==> src/rtl/count_event_pkg.sv <==
// count_event_pkg: event type codes, record field offsets and record width helper
package count_event_pkg;
  localparam logic [1:0] EVT_NONE  = 2'b00;
  localparam logic [1:0] EVT_MATCH = 2'b01;
  localparam logic [1:0] EVT_WRAP  = 2'b10;
  localparam logic [1:0] EVT_BOTH  = 2'b11;
  localparam int CNT_LSB = 0;
  function automatic int epoch_lsb(input int cw);
    return cw;
  endfunction
  function automatic int type_lsb(input int cw, input int epw);
    return cw + epw;
  endfunction
  function automatic int evt_w(input int cw, input int epw);
    return 2 + epw + cw;
  endfunction
endpackage

==> src/rtl/sync_fifo.sv <==
// sync_fifo: pointer FIFO with occupancy, full/valid flags and same-cycle push+pop
module sync_fifo #(
  parameter int WIDTH = 8,
  parameter int DEPTH = 4
) (
  input  logic                     clk,
  input  logic                     rst,
  input  logic                     push,
  input  logic [WIDTH-1:0]         din,
  input  logic                     pop,
  output logic [WIDTH-1:0]         dout,
  output logic                     valid,
  output logic                     full,
  output logic [$clog2(DEPTH):0]   level
);
  localparam int AW = $clog2(DEPTH);
  logic [WIDTH-1:0] mem_q [DEPTH];
  logic [WIDTH-1:0] mem_d [DEPTH];
  logic [AW:0] wr_q, wr_d, rd_q, rd_d;
  logic do_push, do_pop;
  always_comb begin
    level = wr_q - rd_q;
    valid = level != '0;
    full = level[AW];
    do_pop = pop && valid;
    do_push = push && (!full || do_pop);
    wr_d = wr_q + (AW+1)'(do_push);
    rd_d = rd_q + (AW+1)'(do_pop);
    mem_d = mem_q;
    if (do_push) mem_d[wr_q[AW-1:0]] = din;
    dout = valid ? mem_q[rd_q[AW-1:0]] : '0;
  end
  always_ff @(posedge clk or posedge rst) begin
    if (rst) begin
      mem_q <= '{default: '0};
      wr_q <= '0;
      rd_q <= '0;
    end else begin
      mem_q <= mem_d;
      wr_q <= wr_d;
      rd_q <= rd_d;
    end
  end
endmodule

==> src/rtl/count_event_fifo.sv <==
// count_event_fifo: detects counter wrap / compare-match events, stamps them with a wrap epoch and queues them
module count_event_fifo
  import count_event_pkg::*;
#(
  parameter int CW    = 4,
  parameter int EPW   = 4,
  parameter int DEPTH = 4
) (
  input  logic                          clk,
  input  logic                          rst,
  input  logic [CW-1:0]                 count_in,
  input  logic                          match_en,
  input  logic [CW-1:0]                 match_val,
  input  logic                          clr_ovf,
  output logic                          evt_valid,
  input  logic                          evt_ready,
  output logic [evt_w(CW,EPW)-1:0]      evt_data,
  output logic [$clog2(DEPTH):0]        level,
  output logic                          overflow
);
  localparam int W = evt_w(CW, EPW);
  logic [CW-1:0] prev_q, prev_d;
  logic primed_q, primed_d;
  logic [EPW-1:0] epoch_q, epoch_d;
  logic ovf_q, ovf_d;
  logic wrap, match, push, pop, drop, full;
  logic [1:0] typ;
  logic [W-1:0] rec;
  always_comb begin
    wrap = primed_q && (&prev_q) && count_in == '0;
    match = primed_q && match_en && count_in == match_val && count_in != prev_q;
    typ = {wrap, match};
    push = typ != EVT_NONE;
    epoch_d = epoch_q + EPW'(wrap);
    rec = {typ, epoch_d, count_in};
    prev_d = count_in;
    primed_d = 1'b1;
    pop = evt_valid && evt_ready;
    drop = push && full && !pop;
    ovf_d = drop || (ovf_q && !clr_ovf);
    overflow = ovf_q;
  end
  always_ff @(posedge clk or posedge rst) begin
    if (rst) begin
      prev_q <= '0;
      primed_q <= 1'b0;
      epoch_q <= '0;
      ovf_q <= 1'b0;
    end else begin
      prev_q <= prev_d;
      primed_q <= primed_d;
      epoch_q <= epoch_d;
      ovf_q <= ovf_d;
    end
  end
  sync_fifo #(.WIDTH(W), .DEPTH(DEPTH)) u_fifo (
    .clk(clk), .rst(rst), .push(push), .din(rec), .pop(evt_ready),
    .dout(evt_data), .valid(evt_valid), .full(full), .level(level)
  );
endmodule

==> config.mk <==
export PLATFORM = sky130hd
export DESIGN_NAME = count_event_fifo
export DESIGN_NICKNAME = d
export VERILOG_FILES = /design/src/rtl/count_event_pkg.sv /design/src/rtl/sync_fifo.sv /design/src/rtl/count_event_fifo.sv
export SDC_FILE = /design/constraint.sdc
export NUM_CORES = 1
export LEC_CHECK = 0
export CELL_PAD_IN_SITES_DETAIL_PLACEMENT = 1
export CELL_PAD_IN_SITES_GLOBAL_PLACEMENT = 2
export CORE_UTILIZATION = 40
export DETAILED_ROUTE_END_ITERATION = 6
export PLACE_DENSITY_LB_ADDON = 0.1
export SYNTH_ARGS = -nofsm -noshare
export SYNTH_HDL_FRONTEND = slang
export SYNTH_SLANG_ARGS = --single-unit
==> constraint.sdc <==
create_clock -name clk -period 7.3 [get_ports clk]
set_clock_uncertainty 0.15 [all_clocks]
set_input_delay 2.19 -clock clk [delete_from_list [all_inputs] [get_ports clk]]
set_output_delay 2.19 -clock clk [all_outputs]
set_load 0.02 [all_outputs]
==> reports/results.txt <==
The flow ran to the end, and the final reports show no timing, DRC or antenna violations. In this run, the number of DRC markers left after iteration 0 of detailed routing was 16. In the routed layout, each cell is associated on average with a via count of 5.389. The internal power of the cells totals 580.7 uW.

Pin placement for this block handled 28 I/O pins. The total length of routed wires is 5664 um, and the post-detailed-route count of antenna-violating nets is 0. The most critical setup path has its endpoint at evt_data[0].

The hold violation total from the final report came out at 0. The finished cells cover 0.003153 mm^2. The tools report the number of buffers created by CTS as 5. Clock tree synthesis found a total of 56 sinks.

The run gives 6 as the detailed-routing iteration count for the pre-antenna-repair pass. The worst path needs 5567 ps of the cycle, external delays included. The HPWL after detailed placement is 4042 um. The number of inserted diodes is 0.

After clock tree synthesis, the repair step resized 0 gates. For the pin with the worst max-slew slack, the measured transition is 745.5 ps. The most used routing layer in global routing is met2. Final-report setup violation count: 0.

The relative contribution of the clock network to total power was 18.1%; the count of unique library cells instantiated by Yosys was 35. The met1 capacity usage during global routing was 22.68%; the number of flip-flops and latches in the synthesized netlist was 56. The highest achievable clock rate is 179.6 MHz, and the cell count after synthesis is 198. In the global route stage, met2 resource usage came out at 31.63%. The run gives 48.55% as the core occupancy in the finished layout. The logic gate share of total power is 37.8%, and the worst slew margin relative to its limit is 50.30%.

For this configuration, the core starts out at a cell density of 42.23%. The later pin in the worst-skew pair is clocked with a latency of 300 ps. The number of nets in the synthesized netlist is 220. For the number of remaining DRC errors, the log shows 0. TritonCTS built the clock tree.

The number of hold buffers added after CTS was 0. The worst-case vdd ir drop was 0.1056 mV; the total via count in the routed design was 1,622. The net count of the finished layout is 245. The most used flip-flop cell after synthesis is dfrtp_1. Final-report max-slew violation count: 0. Of all nets on the critical path, the largest fanout is 12.

Global routing used 17.65% of the available tracks across all layers. Sum of overflow across all layers after global routing: 0. Warning count from the yosys run: 0. The run gives 0.006495 mm^2 as the total core area.

The reg-to-reg startpoint is u_fifo.rd_q[0]. Entering global routing, the biggest net connects 57 pins. The overall die area was 0.007192 mm^2; the power per cell area was 293.4 mW/mm^2.

The synthesized design spends more area on one cell type than any other, namely dfrtp_1. The mapped netlist covers 0.002743 mm^2. The post-detailed-route wirelength per cell came out at 18.82 um. The setup fix buffers added after clock tree synthesis was 0.

The H-tree depth is 2, and the logic depth of the worst register-to-register path is 7. The die extent in x was 84.81 um. The tightest min-delay check is of the flip-flop to flip-flop type. In this run the power spent charging and discharging nets is 344.5 uW. At the end of routability-driven placement, the weighted congestion stood at 0.8128.

The tools report the element type at the critical path start as a flip-flop. The count of buffers added on input and output ports is 27. The synthesized area per cell is 13.85 um^2. The total leakage power is 1.551 nW.

For the relative contribution of sequential cells to total power, the log shows 44.1%. The total negative slack is 0 ps. The tree is rooted in a clkbuf_8. Summing all placed instances gives a cell area of 0.003063 mm^2. Overall power consumption after layout is estimated at 925.2 uW. The layout has 637 filler cells. The setup path with the least slack is of type flip-flop to output port. Setup repair after global routing left no endpoint under its margin. The via count of the first global-routing pass was 1,854; the share of flip-flops with an asynchronous set or reset after synthesis was 100.0%. In this run the biggest area consumer among cell types represents 51.09% of the synthesized area. The final critical path takes up 76.26% of the cycle. The fraction of final layout cells with drive strength greater than 1 is 25.45%. The worst setup path is captured at an output port. First-pass GRT wire length: 9577 um. Yosys instantiated no cell more often than dfrtp_1. For the number of buffers on the longest clock path, the log shows 2. By count the netlist is led by 56 x dfrtp_1, 29 x mux2_2, 13 x inv_1, 11 x nor2b_1, 10 x mux4_2. Relative to the synthesized area, the layout overhead comes to 14.96%. Across all register-to-register paths, the minimum setup slack is 3900 ps. The logs give 2.360% for the met3 usage and 51.09% for the sequential fraction of the synthesis area.

Yosys attributes the largest share of cell area to dfrtp_1 51%, mux2_2 12%, mux4_2 8.2%. At the worst endpoint, the required time is 4960 ps. In this run the core area contains 29 standard-cell rows. Tracing the worst setup path back leads to its startpoint at u_fifo.rd_q[0]. The data arrival time of the critical path was 3230 ps; the number of synthesized flops with an enable pin was 0. The max-cap violation count was 0; the proportion of total power due to net switching was 37.23%. The height of the chip is 84.81 um.

After clock tree synthesis, the clock-pin slew on the worst setup and hold paths is 100 ps. Initial antenna violation count: 0. The worst register-to-register path ends at u_fifo.mem_q[23].
cell type report:
class	count	area [um^2]	share of cell area, %
clock inverters	3	21.27	0.6746
flip-flops and latches	56	1401	44.44
multi-input cells	119	1239	39.29
repair buffers	28	277.8	8.810
clock buffers	5	68.82	2.183
well taps	77	96.34	3.056
inverters	13	48.80	1.548
how the worst min path moves through the flow:
| stage | from | to | slack, ps | depth (start not counted) |
|---|---|---|---|---|
| 3_5_place_dp | u_fifo.mem_q[19] | u_fifo.mem_q[19] | 330 | 1 |
| 2_1_floorplan | u_fifo.wr_q[2] | u_fifo.wr_q[2] | 290 | 1 |
| 3_3_place_gp | u_fifo.mem_q[19] | u_fifo.mem_q[19] | 310 | 1 |
| 4_1_cts | u_fifo.wr_q[2] | u_fifo.wr_q[2] | 350 | 1 |
| 5_1_grt | u_fifo.wr_q[2] | u_fifo.wr_q[2] | 360 | 1 |
| 6_report | u_fifo.wr_q[2] | u_fifo.wr_q[2] | 340 | 1 |
registers in the layout, summed over array words and instances (netlist names):
signal,count
prev_q,4
u_fifo.wr_q,3
u_fifo.rd_q,3
u_fifo.mem_q,40
overflow,1
epoch_q,4
primed_q,1
worst max-delay path, stage by stage (launching register included):
cell and delay [ps]:
dfrtp_1 650, ha_1 350, fa_1 370, xnor3_1 260
and3_1 570, nor2b_1 140, clkdlybuf4s50_1 570
power by group through the flow:
stage	clock network (mW)	logic, mW	registers, mW
4_1_cts	0.176	0.354	0.409
5_1_grt	0.189	0.381	0.418
3_3_place_gp	0	0.343	0.412
2_1_floorplan	0	0.269	0.374
3_5_place_dp	0	0.352	0.416
6_report	0.168	0.349	0.408
metal layers:
metal	wire, um	vias up
met1	2587	852
met5	0	-
met2	2942	18
li1	-	747
met3	92	5
met4	41	0
cells by family (layout without fill, tap and decap cells):
family,Yosys count,in the layout,synth area share (%)
muxes,42,42,21.35
xor gates and xnor gates,13,13,4.653
and+or+nand+nor,40,40,9.033
other,1,1,0.1367
DFF,56,56,51.09
adders and majority gates,9,9,4.380
buffers and inverters,23,49,3.741
AOI/OAI and AO/OA,14,14,5.611
through the flow:
stage               worst slack, ps  instances  hold WS, ps
floorplan                      3012        198        293.4
global placement               2131        293        311.6
detailed placement             2056        293        333.7
CTS                            1709        301        350.4
global route                   1538        301        363.8
finish                         1733        301        342.1
layout by cell type (no fill, tap or decap):
| cell | instances |
|---|---|
| buf_4 | 1 |
| clkbuf_8 | 5 |
| and3_4 | 2 |
| mux2_2 | 29 |
| nor2b_1 | 11 |
| clkinv_2 | 1 |
| nor2_1 | 7 |
| xnor2_1 | 5 |
| a21o_1 | 4 |
| nand4_1 | 3 |
| xor2_1 | 7 |
| nor3_1 | 1 |
| a21oi_1 | 1 |
| o21ai_0 | 4 |
| a41oi_4 | 2 |
| inv_2 | 1 |
| inv_1 | 12 |
| and2_4 | 1 |
| clkdlybuf4s50_1 | 27 |
| and2_1 | 3 |
| ha_1 | 8 |
| dfrtp_1 | 56 |
| and3_1 | 3 |
| nand3_1 | 4 |
| nor4_1 | 1 |
| o22ai_1 | 1 |
| fa_1 | 1 |
| or2_0 | 1 |
| mux4_2 | 10 |
| conb_1 | 1 |
| clkinvlp_4 | 1 |
| mux2_1 | 3 |
| or4_1 | 2 |
| a21boi_4 | 2 |
| and4bb_2 | 1 |
| xnor3_1 | 1 |
| inv_6 | 1 |
No activity file was read; power rests on OpenSTA's default activity.
